<file path="src/rtl/fir_pkg.sv">
// Shared types and constants for the FIR result BCD converter.
// Holds the FSM state encoding and the datapath geometry.
package fir_pkg;

    typedef enum logic [1:0] {
        IDLE  = 2'd0,
        SHIFT = 2'd1,
        DONE  = 2'd2
    } state_e;

    localparam int              DATA_W    = 12;
    localparam int              DIGITS    = 4;
    localparam int              BCD_W     = 4 * DIGITS;
    localparam int              CNT_W     = 4;
    localparam logic [CNT_W-1:0] ITER_LAST = 4'd11;
    localparam logic [DIGITS-1:0] DP_MASK = 4'b0100;

endpackage : fir_pkg

</file>
<file path="src/rtl/bcd_digit_adj.sv">
// Double-dabble correction for a single BCD nibble: add 3 when the digit is 5 or more,
// so that the following left shift carries correctly into the next decimal digit.
module bcd_digit_adj (
    input  logic [3:0] i_nibble,
    output logic [3:0] o_nibble
);

    always_comb begin
        o_nibble = (i_nibble >= 4'd5) ? (i_nibble + 4'd3) : i_nibble;
    end

endmodule : bcd_digit_adj

</file>
<file path="src/rtl/fir_result_bcd.sv">
// Serial double-dabble converter turning the 12-bit FIR result (100*y[n]) into four BCD
// digits for display, with a valid/ready handshake on both sides.
module fir_result_bcd
    import fir_pkg::*;
(
    input  logic              i_clk,
    input  logic              i_rst_n,
    input  logic              i_valid,
    input  logic [DATA_W-1:0] i_data,
    output logic              o_ready,
    output logic              o_valid,
    input  logic              i_ready,
    output logic [BCD_W-1:0]  o_bcd,
    output logic [DIGITS-1:0] o_dp,
    output logic              o_busy
);

    state_e             state_q, state_d;
    logic [DATA_W-1:0]  bin_q,   bin_d;
    logic [BCD_W-1:0]   acc_q,   acc_d;
    logic [CNT_W-1:0]   cnt_q,   cnt_d;
    logic [BCD_W-1:0]   bcd_q,   bcd_d;
    logic               ready_q, ready_d;
    logic               valid_q, valid_d;
    logic               busy_q,  busy_d;

    logic [BCD_W-1:0]   acc_adj;
    logic [BCD_W-1:0]   acc_shift;
    logic [DATA_W-1:0]  bin_shift;

    for (genvar g = 0; g < DIGITS; g++) begin : g_digit
        bcd_digit_adj u_adj (
            .i_nibble (acc_q[4*g +: 4]),
            .o_nibble (acc_adj[4*g +: 4])
        );
    end

    // One double-dabble iteration: the binary MSB moves into the adjusted BCD accumulator.
    always_comb begin
        acc_shift = (acc_adj << 1) | {{(BCD_W-1){1'b0}}, bin_q[DATA_W-1]};
        bin_shift = bin_q << 1;
    end

    always_comb begin
        // NOTE: every variable gets a default before the case, otherwise paths that do
        // not assign it would infer a latch.
        state_d = state_q;
        bin_d   = bin_q;
        acc_d   = acc_q;
        cnt_d   = cnt_q;
        bcd_d   = bcd_q;

        case (state_q)
            IDLE: begin
                if (i_valid && ready_q) begin
                    bin_d   = i_data;
                    acc_d   = '0;
                    cnt_d   = '0;
                    state_d = SHIFT;
                end
            end
            SHIFT: begin
                acc_d = acc_shift;
                bin_d = bin_shift;
                if (cnt_q == ITER_LAST) begin
                    bcd_d   = acc_shift;
                    cnt_d   = '0;
                    state_d = DONE;
                end else begin
                    cnt_d = cnt_q + 1'b1;
                end
            end
            DONE: begin
                // Input side stays closed here, so a word offered alongside i_ready waits for IDLE.
                if (i_ready) begin
                    state_d = IDLE;
                end
            end
            default: begin
                state_d = IDLE;
            end
        endcase

        ready_d = (state_d == IDLE);
        valid_d = (state_d == DONE);
        busy_d  = (state_d == SHIFT);
    end

    always_ff @(posedge i_clk or negedge i_rst_n) begin
        if (!i_rst_n) begin
            state_q <= IDLE;
            bin_q   <= '0;
            acc_q   <= '0;
            cnt_q   <= '0;
            bcd_q   <= '0;
            ready_q <= 1'b0;
            valid_q <= 1'b0;
            busy_q  <= 1'b0;
        end else begin
            // NOTE: non-blocking assignments so every flop samples the pre-edge values.
            state_q <= state_d;
            bin_q   <= bin_d;
            acc_q   <= acc_d;
            cnt_q   <= cnt_d;
            bcd_q   <= bcd_d;
            ready_q <= ready_d;
            valid_q <= valid_d;
            busy_q  <= busy_d;
        end
    end

    assign o_ready = ready_q;
    assign o_valid = valid_q;
    assign o_busy  = busy_q;
    assign o_bcd   = bcd_q;
    assign o_dp    = DP_MASK;

endmodule : fir_result_bcd
</file>
<file path="config.mk">
export PLATFORM = sky130hd
export DESIGN_NAME = fir_result_bcd
export DESIGN_NICKNAME = d
export VERILOG_FILES = /design/src/rtl/fir_pkg.sv /design/src/rtl/bcd_digit_adj.sv /design/src/rtl/fir_result_bcd.sv
export SDC_FILE = /design/constraint.sdc
export NUM_CORES = 1
export LEC_CHECK = 0
export CAP_MARGIN = 10
export CORE_MARGIN = 2
export CORE_UTILIZATION = 53
export DETAILED_ROUTE_END_ITERATION = 10
export GPL_ROUTABILITY_DRIVEN = 0
export PLACE_DENSITY = 0.81
export SYNTH_ARGS = -nofsm -noshare
export SYNTH_HDL_FRONTEND = slang
export SYNTH_SLANG_ARGS = --single-unit
</file>
<file path="constraint.sdc">
create_clock -name i_clk -period 2.1 [get_ports i_clk]
set_input_delay 0.315 -clock i_clk [delete_from_list [all_inputs] [get_ports i_clk]]
set_output_delay 0.315 -clock i_clk [all_outputs]
set_load 0.02 [all_outputs]
</file>
==> results by group, run 1 <==
Yosys
  – Top FF cell, synth: dfrtp_1
  – Post-synthesis async set-or-reset flop share: 1.00
  – Post-Syn Area: 2540 µm²
  – Syn Inst Count: 248
  – Post-synth EDFFs: 0
  – Sequential element share of the synthesized area: 0.521
  – Yosys top cell area share: 0.521
  – Syn Area/Cell: 10.3 µm²
  – Largest area contributor in the netlist: dfrtp_1
  – Synth top area cells: dfrtp_1 52%, o21ai_0 8.8%, nand2_1 6.2%, mux2i_1 5.1%, ha_1 4.4%
  – Synthesis-stage register bit count: 53
  – Distinct cells, synth: 29
  – Synth warnings: 0

Floorplan
  – Die W: 73.3 µm
  – Num ports: 39
  – FP Rows: 25
  – Die ar.: 5370 µm²
  – Core ar.: 4660 µm²
  – Initial Util: 0.546
  – Die Span Y: 73.3 µm

STA
  – Final Cycle Share: 0.827
  – Worst-Margin Slew: 0.670 ns
  – Relative slew margins: 0.553
  – Max Slew Vio Count: 0
  – Unrepaired setup endpoints after global routing: false
  – Final setup violation count: 0
  – Fmax achieved: 576 MHz
  – Clock Skews: 0.00832 ns
  – Final Hold Viols: 0
  – Period minus WS final: 1.74 ns
  – Setup tns final: 0 ns

Hold path
  – Worst hold path startpoint: o_bcd[12]
  – Hold WC Path Type: flip-flop to flip-flop
  – Hold-critical path endpoint: o_bcd[12]
  – Worst hold stages: 2

Global route
  – GRT Total Usage: 0.181
  – Congestion Overflow GR: 0
  – First-pass GRT wire length: 7.46 mm
  – Vias in the first global route: 1661
  – Initial antenna violation count: 0
  – Largest net degree at the start of global routing: 44
  – Busiest grt layer: met2
  – Met2 GRT Util: 0.286
  – Grt met1 use: 0.242
  – Met3 Use GR: 0.0480

Place
  – Post-DP HPWL: 2.94 mm
  – Placed cells: 325
  – Port Buffer Count: 34

Cells and area
  – Fill cells: 393
  – Proportion of layout cells with a drive suffix above 1: 0.0750
  – Total Nets Final: 304
  – Ant. Diodes: 0
  – Syn-to-layout area delta: 17.0%
  – Final cell count without fillers: 334

Detailed routing
  – Vias: 1764
  – DRT Pass-1 Iters: 4
  – Wirelength per Cell: 12.5 µm
  – DRC Markers: 0
  – ANT nets after route: 0
  – WL final: 4.17 mm
  – Iter 0 DRT Violations: 88
  – Via/cell ratio: 5.28

Power and ir drop
  – Leakage: 1.36 nW
  – PwrDens: 1480 nW/µm²
  – VDD IR-drop max: 0.000742 V

Clock tree
  – CTS Sinks: 53
  – CTS tree: built
  – CTS Buffer Depth: 2
  – Worst-path clk slew: 0.09 ns
  – CTS Buf Count: 5
  – Root Driver: clkbuf_8
  – Clock Latency Late Sink: 0.31 ns
  – CTS H-tree depth: 2
  – Post-CTS Setup Bufs: 0

Setup path
  – Critical path class: flip-flop to flip-flop
  – Reg2Reg Setup Slack: 0.36 ns
  – Kind of end point of the critical path: flip-flop
  – Worst r2r src: acc_q[0]
  – R2r worst-path depth: 6
  – Crit path max fanout: 5
  – Worst Path Arrival: 1.95 ns
  – Reg2Reg Capture Point: o_bcd[2]
  – WP data required: 2.32 ns
  – Startpoint types: flip-flop

Run
  – Max cap viols: 0

Status
  – Status: finished clean
-- power breakdown --
group	leakage (nW)	internal [mW]	switching [mW]
Clock	0.0542	0.298	0.317
Combinational	0.622	0.926	1.09
Sequential	0.686	1.45	0.316
-- synthesized netlist by cell type, types with 7 or more instances --
| cell type | n |
|---|---|
| mux2i_1 | 13 |
| dfrtp_1 | 53 |
| o21ai_0 | 45 |
| nand2_1 | 42 |
| inv_1 | 8 |
| nor3b_1 | 7 |
| ha_1 | 9 |
| a21oi_1 | 12 |
-- layer usage --
layer / vias up / wire, µm
met5: - / 0
met4: 0 / 59
met3: 8 / 218
met2: 42 / 2000
met1: 816 / 1890
li1: 898 / -
-- worst max path at each step --
| stage | endpoint | cells past startpoint | slack [ns] | from |
|---|---|---|---|---|
| global route | acc_q[6] | 6 | 0.12 | acc_q[4] |
| detailed placement | acc_q[7] | 5 | 0.20 | i_valid |
| global placement | cnt_q[2] | 5 | 0.25 | i_valid |
| CTS | acc_q[2] | 6 | 0.35 | acc_q[0] |
| finish | o_bcd[2] | 6 | 0.36 | acc_q[0] |
| floorplan | o_bcd[6] | 6 | 0.58 | acc_q[4] |
-- flip-flops by register name, summed over array words and instances, names as in the netlist --
register and flops:
acc_q 16, bin_q 12, cnt_q 4, o_bcd 16, o_busy 1, o_ready 1
o_valid 1, state_q 2
-- layout by cell type (no fill, tap or decap), types with 2 or more instances in the layout --
cell and count:
nor2_1 2, nor3b_1 7, xnor2_1 4, a22o_1 5, inv_1 8, clkbuf_8 7
a21oi_1 12, nor3_1 4, ha_1 9, conb_1 4, nand2b_1 5, o31ai_1 2
clkdlybuf4s50_1 33, dfrtp_1 53, mux2_2 2, o21ai_0 45, nand2_1 42, buf_4 3
mux2i_1 13, mux2_4 4, nand3_1 5
-- critical path: stages (launching register included) --
cell and delay (ns):
dfrtp_1 0.42, inv_1 0.10, ha_1 0.24, nand2b_1 0.09, a21oi_1 0.24, mux2_2 0.39, o21ai_0 0.16
-- stage by stage --
step	hold WS (ns)	util	area [µm²]	worst slack [ns]	power [mW]
floorplan	0.0194	-	2550	0.577	3.26
global placement	0.340	0.615	2870	0.247	3.73
detailed placement	0.341	0.615	2870	0.204	3.82
CTS	0.490	0.639	2980	0.350	4.44
global route	0.506	0.639	2980	0.123	4.79
finish	0.482	0.639	2980	0.364	4.39
-- final cells by class --
cell class | count | area (µm²) | area share
Clock buffer | 7 | 96.3 | 0.0324
Clock inverter | 1 | 5.00 | 0.00168
Inverter | 8 | 30.0 | 0.0101
Multi-Input combinational cell | 173 | 1080 | 0.364
Sequential cell | 53 | 1330 | 0.446
Tap cell | 54 | 67.6 | 0.0227
Timing Repair Buffer | 38 | 368 | 0.124
-- cells by family (layout without fill, tap and decap cells) --
family / count (synthesis) / count (layout) / synth area share
AND/OR/NAND/NOR: 70 / 70 / 0.133
AO/OA/AOI/OAI: 66 / 66 / 0.141
flip-flops: 53 / 53 / 0.521
buffers and inverters: 24 / 54 / 0.0570
multiplexers: 19 / 19 / 0.0836
adder cells (fa/ha/maj): 9 / 9 / 0.0442
XOR/XNOR: 5 / 5 / 0.0172
other: 2 / 4 / 0.00295
-- what timing repair did --
item / CTS / global route
gates resized for setup: 0 / 0
hold endpoints to repair: 1 / 0
hold buffers: 1 / 0
Power figures use the tool's default switching activity.
==> run 2: changes to the inputs <==
--- a/config.mk
+++ b/config.mk
@@ -7,10 +7,10 @@
 export LEC_CHECK = 0
 export CAP_MARGIN = 10
 export CORE_MARGIN = 2
-export CORE_UTILIZATION = 53
+export CORE_UTILIZATION = 48
 export DETAILED_ROUTE_END_ITERATION = 10
 export GPL_ROUTABILITY_DRIVEN = 0
-export PLACE_DENSITY = 0.81
+export PLACE_DENSITY = 0.77
 export SYNTH_ARGS = -nofsm -noshare
 export SYNTH_HDL_FRONTEND = slang
 export SYNTH_SLANG_ARGS = --single-unit
==> constraint.sdc (replaced) <==
create_clock -name i_clk -period 1.5 [get_ports i_clk]
set_input_delay 0.225 -clock i_clk [delete_from_list [all_inputs] [get_ports i_clk]]
set_output_delay 0.225 -clock i_clk [all_outputs]
set_load 0.02 [all_outputs]
==> run 2 against run 1 <==
Net effect: global-route usage fell by 0.92 points; largest power group unchanged; non-clock buffer count rose by 31; largest cell class unchanged; critical path depth did not move; first-iteration DRC count fell by 32%; final cell count rose by 14%; combinational power rose by 94%.
==> results by group, run 2 (same netlist as run 1, synthesis figures left out) <==
Status
  – Status: finished clean

Power and ir drop
  – Leakage: 1.77 nW (+30%)
  – Net Sw Frac: 0.395 (+0.00287)
  – Logic gate share of total power: 0.539 (+0.081)
  – Seq pwr share: 0.349 (-0.053)
  – Total internal power: 4.37 mW (+64%)
  – VDD IR-drop max: 0.00135 V (+82%)
  – Final total power: 7.22 mW (+64%)
  – PwrDens: 2090 nW/µm² (+41%)
  – Clock power frac: 0.112 (-0.028)
  – P_sw: 2.85 mW (+66%)

STA
  – Relative slew margins: 0.626 (+0.0733)
  – Max Slew Vio Count: 0 (unchanged)
  – Final setup violation count: 0 (unchanged)
  – Clock Skews: 0.00335 ns (-0.00497 ns)
  – Worst-Margin Slew: 0.560 ns (-0.110 ns)
  – Unrepaired setup endpoints after global routing: true
  – Final Hold Viols: 0 (unchanged)
  – Setup tns final: 0 ns (unchanged)
  – Period minus WS final: 1.46 ns (-0.274 ns)
  – Fmax achieved: 684 MHz (+19%)
  – Final Cycle Share: 0.975 (+0.148)

Place
  – Placed cells: 363 (+12%)
  – Post-DP HPWL: 3.26 mm (+11%)
  – Port Buffer Count: 34 (unchanged)
  – Post-DP Area: 3100 µm² (+8.0%)

Setup path
  – WP data required: 1.74 ns (-0.58 ns)
  – Kind of end point of the critical path: flip-flop
  – Worst Path Arrival: 1.70 ns (-0.25 ns)
  – Critical-path cell list: inv_1 > ha_2 > nand2b_4 > a21oi_4 > mux2_4 > o21ai_1
  – Crit-path max cell delay: 0.35 ns (-0.07 ns)
  – Slowest cell on the critical path: dfrtp_1
  – Startpoint types: flip-flop
  – R2r worst-path depth: 6 (unchanged)
  – Crit path max fanout: 3 (-2)
  – Critical path class: flip-flop to flip-flop

Clock tree
  – CTS Buf Count: 5 (unchanged)
  – Root Driver: clkbuf_8
  – CTS H-tree depth: 2 (unchanged)
  – CTS Buffer Depth: 2 (unchanged)
  – Worst-path clk slew: 0.09 ns (about the same)
  – CTS Sinks: 53 (unchanged)
  – CTS tree: built
  – Clock Latency Late Sink: 0.30 ns (about the same)

Detailed routing
  – Wirelength per Cell: 13.3 µm (+6.7%)
  – DRC Markers: 0 (unchanged)
  – Vias: 1951 (+11%)
  – Iter 0 DRT Violations: 60 (-32%)
  – ANT nets after route: 0 (unchanged)
  – Via/cell ratio: 5.12 (-3.0%)
  – WL final: 5.07 mm (+22%)
  – DRT Pass-1 Iters: 4 (unchanged)

Cells and area
  – Cell area after layout: 3460 µm² (+16%)
  – Reg area: 1330 µm² (unchanged)
  – Syn-to-layout area delta: 36.1%
  – Commonest non-fill, non-tap cell in the layout: dfrtp_1
  – Fill cells: 394 (+0.25%)
  – Proportion of layout cells with a drive suffix above 1: 0.257 (+0.182)
  – Commonest cells after routing, fill and taps aside: 53 x dfrtp_1, 38 x nand2_1, 31 x o21ai_0
  – Ant. Diodes: 0 (unchanged)
  – Area of the multi-input gates: 1250 µm² (+16%)
  – Total Nets Final: 336 (+11%)
  – Final cell count without fillers: 381 (+14%)

Floorplan
  – FP Rows: 26 (+4.0%)
  – Die Span Y: 76.8 µm (+4.8%)
  – Initial Util: 0.498 (-0.0478)
  – Num ports: 39 (unchanged)
  – Die W: 76.8 µm (+4.8%)
  – Die ar.: 5900 µm² (+9.8%)
  – Core ar.: 5110 µm² (+9.6%)

Run
  – Max cap viols: 0 (unchanged)

Global route
  – Vias in the first global route: 1863 (+12%)
  – Initial antenna violation count: 0 (unchanged)
  – Congestion Overflow GR: 0 (unchanged)
  – Largest net degree at the start of global routing: 26 (-41%)
  – GRT Total Usage: 0.172 (-0.00917)
  – First-pass GRT wire length: 8.26 mm (+11%)

Hold path
  – Hold WC Path Type: input port to asynchronous set/reset pin
## run 2: cell count changes in the layout (fill, tap and decap cells not counted), sizes merged
cell,previous run,this run
dlygate4sd2,0,6
clkinv,1,0
clkdlybuf4s50,33,16
dlymetal6s2s,0,11
clkbuf,7,8
buf,4,34
nand3,6,7
## run 2: final cells by class
type,count,share of cell area
clock buffer,7,0.0249
inverter,8,0.00867
multi-input combinational,174,0.362
sequential,53,0.383
tap,70,0.0253
timing repair buffer,69,0.196
## run 2: what timing repair did
action	in CTS	in global routing
buffers inserted	1	7
gates cloned	0	2
setup endpoints to repair	16	33
pin swaps	2	6
gates resized for setup	12	56
hold endpoints to repair	22	0
hold buffers	1	0
## run 2: path summary, 6_finish.rpt
path | endpoint | startpoint | slack, ns
min in group i_clk | o_bcd[6] | o_bcd[6] | 0.48
worst min register to register | o_bcd[6] | o_bcd[6] | 0.48
worst min-delay path | o_bcd[5] | i_rst_n | 0.44
max in group asynchronous | bin_q[9] | i_rst_n | 0.53
worst max register to register | o_bcd[2] | acc_q[1] | 0.04
worst max-delay path | o_bcd[2] | acc_q[1] | 0.04
## run 2: critical path, delay by kind of cell, from the launching register on
kind | cells | cell delay, ns
flip-flops | 1 | 0.35
multiplexers | 1 | 0.34
AO/OA/AOI/OAI | 2 | 0.28
adder cells (fa/ha/maj) | 1 | 0.18
AND/OR/NAND/NOR | 1 | 0.14
buffers and inverters | 1 | 0.09
## run 2: power by group through the flow
stage	sequential (mW)	clock, mW	combinational, mW
2_1_floorplan	2.67	0	1.92
3_3_place_gp	2.46	0	3.22
3_5_place_dp	2.49	0	3.33
4_1_cts	2.48	0.819	3.39
5_1_grt	2.62	0.892	4.29
6_report	2.52	0.811	3.89
## run 2: through the flow
stage,hold slack [ns],worst slack (ns),util
after floorplan,-0.0706,0.00724,-
after global routing,0.483,-0.0384,0.678
after global placement,0.245,-0.103,0.606
after detailed placement,0.241,-0.141,0.606
final,0.437,0.0376,0.678
after CTS,0.449,0.000227,0.629
## run 2: per-layer routing
| layer | global-route usage | share of wire | vias up | routed length (µm) |
|---|---|---|---|---|
| li1 | - | - | 970 | - |
| met1 | 0.230 | 0.46 | 936 | 2350 |
| met4 | 0.0436 | 0.013 | 0 | 64 |
| met3 | 0.0400 | 0.032 | 6 | 162 |
| met2 | 0.283 | 0.49 | 39 | 2500 |
| met5 | 0 | 0 | - | 0 |
==> run 3: changes to the inputs <==
--- a/config.mk
+++ b/config.mk
@@ -6,11 +6,14 @@
 export NUM_CORES = 1
 export LEC_CHECK = 0
 export CAP_MARGIN = 10
+export CORE_ASPECT_RATIO = 0.8
 export CORE_MARGIN = 2
 export CORE_UTILIZATION = 48
 export DETAILED_ROUTE_END_ITERATION = 10
 export GPL_ROUTABILITY_DRIVEN = 0
+export MAX_ROUTING_LAYER = met4
 export PLACE_DENSITY = 0.77
+export SKIP_CTS_REPAIR_TIMING = 1
 export SYNTH_ARGS = -nofsm -noshare
 export SYNTH_HDL_FRONTEND = slang
 export SYNTH_SLANG_ARGS = --single-unit
==> run 3 against run 2 <==
Net effect: register-to-register slack got worse by 0.02 ns; critical path depth did not move; final cell count fell by 2.9%; wire length rose by 6.2%; critical path type unchanged; sequential cell count did not move; die area barely moved; utilization fell by 0.79 points; worst setup slack got worse by 0.024 ns; combinational power fell by 1%.
==> results by group, run 3 (same netlist as run 1, synthesis figures left out) <==
Setup path
  – Critical-path cell list: inv_1 > ha_2 > nand2b_4 > a21oi_4 > mux2i_2 > mux2_4
  – Critical path class: flip-flop to flip-flop
  – Crit-path max cell delay: 0.42 ns (+0.07 ns)
  – Worst Path Arrival: 1.74 ns (+0.04 ns)
  – R2r worst-path depth: 6 (unchanged)
  – WP depth: 6 (unchanged)
  – Slowest cell on the critical path: dfrtp_1
  – Delay-heaviest family, CP: multiplexers
  – Crit path max fanout: 4 (+1)
  – Startpoint types: flip-flop
  – WP data required: 1.76 ns (+0.02 ns)
  – Kind of end point of the critical path: flip-flop
  – CP bufs+invs: 1 (unchanged)

Power and ir drop
  – Logic gate share of total power: 0.538 (about the same)
  – P_sw: 2.84 mW (-0.20%)
  – Total internal power: 4.30 mW (-1.7%)
  – PwrDens: 2100 nW/µm² (+0.90%)
  – Clock power frac: 0.110 (-0.002)
  – Seq pwr share: 0.352 (+0.003)
  – Final total power: 7.15 mW (-1.1%)
  – Net Sw Frac: 0.398 (+0.00358)
  – Leakage: 1.82 nW (+3.0%)
  – VDD IR-drop max: 0.00156 V (+16%)

Detailed routing
  – DRC Markers: 0 (unchanged)
  – Vias: 1966 (+0.77%)
  – Met2 wire length: 2.61 mm (+4.4%)
  – Metal3 WL: 317 µm (+96%)
  – DRT Pass-1 Iters: 4 (unchanged)
  – Wirelength per Cell: 14.6 µm (+9.4%)
  – DRT met1 WL: 2.43 mm (+3.3%)
  – Top Metal Used: met4
  – Iter 0 DRT Violations: 128 (+110%)
  – Via/cell ratio: 5.31 (+3.8%)
  – WL final: 5.39 mm (+6.2%)
  – ANT nets after route: 0 (unchanged)

Global route
  – First-pass GRT wire length: 8.64 mm (+4.6%)
  – Largest net degree at the start of global routing: 54 (+110%)
  – Vias in the first global route: 1882 (+1.0%)
  – Congestion Overflow GR: 0 (unchanged)
  – GRT Total Usage: 0.190 (+0.0177)
  – Initial antenna violation count: 0 (unchanged)

STA
  – Max Slew Vio Count: 0 (unchanged)
  – Fmax achieved: 673 MHz (-1.6%)
  – Period minus WS final: 1.49 ns (+0.0242 ns)
  – Final Cycle Share: 0.991 (+0.0161)
  – Clock Skews: 0.00555 ns (+0.00220 ns)
  – Final setup violation count: 0 (unchanged)
  – Final Hold Viols: 0 (unchanged)

Clock tree
  – CTS Sinks: 53 (unchanged)
  – CTS tree: built
  – CTS H-tree depth: 2 (unchanged)
  – CTS Buffer Depth: 2 (unchanged)
  – Clock Latency Late Sink: 0.31 ns (about the same)
  – CTS Buf Count: 5 (unchanged)
  – Worst-path clk slew: 0.09 ns (about the same)
  – Root Driver: clkbuf_8

Floorplan
  – Die W: 85.4 µm (+11%)
  – Die ar.: 5900 µm² (about the same)
  – Core ar.: 5060 µm² (-0.83%)
  – Die Span Y: 69.1 µm (-10%)
  – Num ports: 39 (unchanged)
  – FP Rows: 23 (-12%)
  – Initial Util: 0.502 (+0.00419)

Status
  – Status: finished clean

Cells and area
  – Commonest non-fill, non-tap cell in the layout: dfrtp_1
  – Cell area after layout: 3400 µm² (-2.0%)
  – Commonest cells after routing, fill and taps aside: 53 x dfrtp_1, 42 x nand2_1, 39 x o21ai_0
  – Proportion of layout cells with a drive suffix above 1: 0.227 (-0.0300)
  – Total Nets Final: 332 (-1.2%)
  – Ant. Diodes: 0 (unchanged)
  – Syn-to-layout area delta: 33.4%

Place
  – Post-DP Area: 3100 µm² (about the same)
  – Port Buffer Count: 34 (unchanged)
  – Post-DP HPWL: 3.35 mm (+2.7%)

Run
  – Max cap viols: 0 (unchanged)

Hold path
  – Hold WC Path Type: input port to asynchronous set/reset pin
==> run 3: cell types whose count changed in the layout (fill, tap and decap cells not counted), moves of 4 or more <==
cell            change
nand2_1             +4
o21ai_0             +8
dlygate4sd2_1       -6
buf_4               -4
dlymetal6s2s_1      +8
nand2_2             -4
o21ai_1             -8
==> run 3: area by class of cell <==
type,instances,area [µm²]
multi-input combinational,174,1210
clock buffer,8,80.1
fill,384,1670
inverter,8,30.0
timing repair buffer,65,672
sequential,53,1330
tap,62,77.6
==> run 3: stage by stage <==
| stage | std cells | hold slack, ns | util | worst slack [ns] | setup TNS [ns] |
|---|---|---|---|---|---|
| final | 370 | 0.428 | 0.670 | 0.0134 | 0 |
| after global routing | 370 | 0.454 | 0.670 | -0.0535 | -0.204 |
| after CTS | 363 | -0.103 | 0.627 | -0.0665 | -0.576 |
| after detailed placement | 355 | 0.242 | 0.612 | -0.143 | -1.84 |
| after global placement | 355 | 0.240 | 0.612 | -0.113 | -0.941 |
| after floorplan | 250 | -0.0706 | - | 0.00724 | 0 |
==> run 3: worst min-delay path, delay by kind of cell <==
kind,cells,cell delay (ns)
buffers and inverters,3,0.91
==> run 3: path summary, 6_finish.rpt <==
path | start | to | slack [ns]
max | acc_q[12] | o_bcd[14] | 0.01
min | i_rst_n | o_bcd[10] | 0.43
max reg2reg | acc_q[12] | o_bcd[14] | 0.01
min reg2reg | o_bcd[3] | o_bcd[3] | 0.48
max in group asynchronous | i_rst_n | bin_q[3] | 0.83
min in group i_clk | o_bcd[3] | o_bcd[3] | 0.48
==> run 3: power by group through the flow <==
stage	combinational (mW)	clock (mW)	sequential [mW]
5_1_grt	4.21	0.874	2.59
6_report	3.85	0.786	2.51
3_3_place_gp	3.28	0	2.46
3_5_place_dp	3.42	0	2.48
4_1_cts	3.43	0.807	2.46
2_1_floorplan	1.92	0	2.67
==> run 3: metal layers <==
metal / track usage / vias to the layer above
li1: - / 963
met1: 0.248 / 944
met2: 0.292 / 55
met3: 0.0527 / 4
met4: 0.0529 / 0
met5: - / -
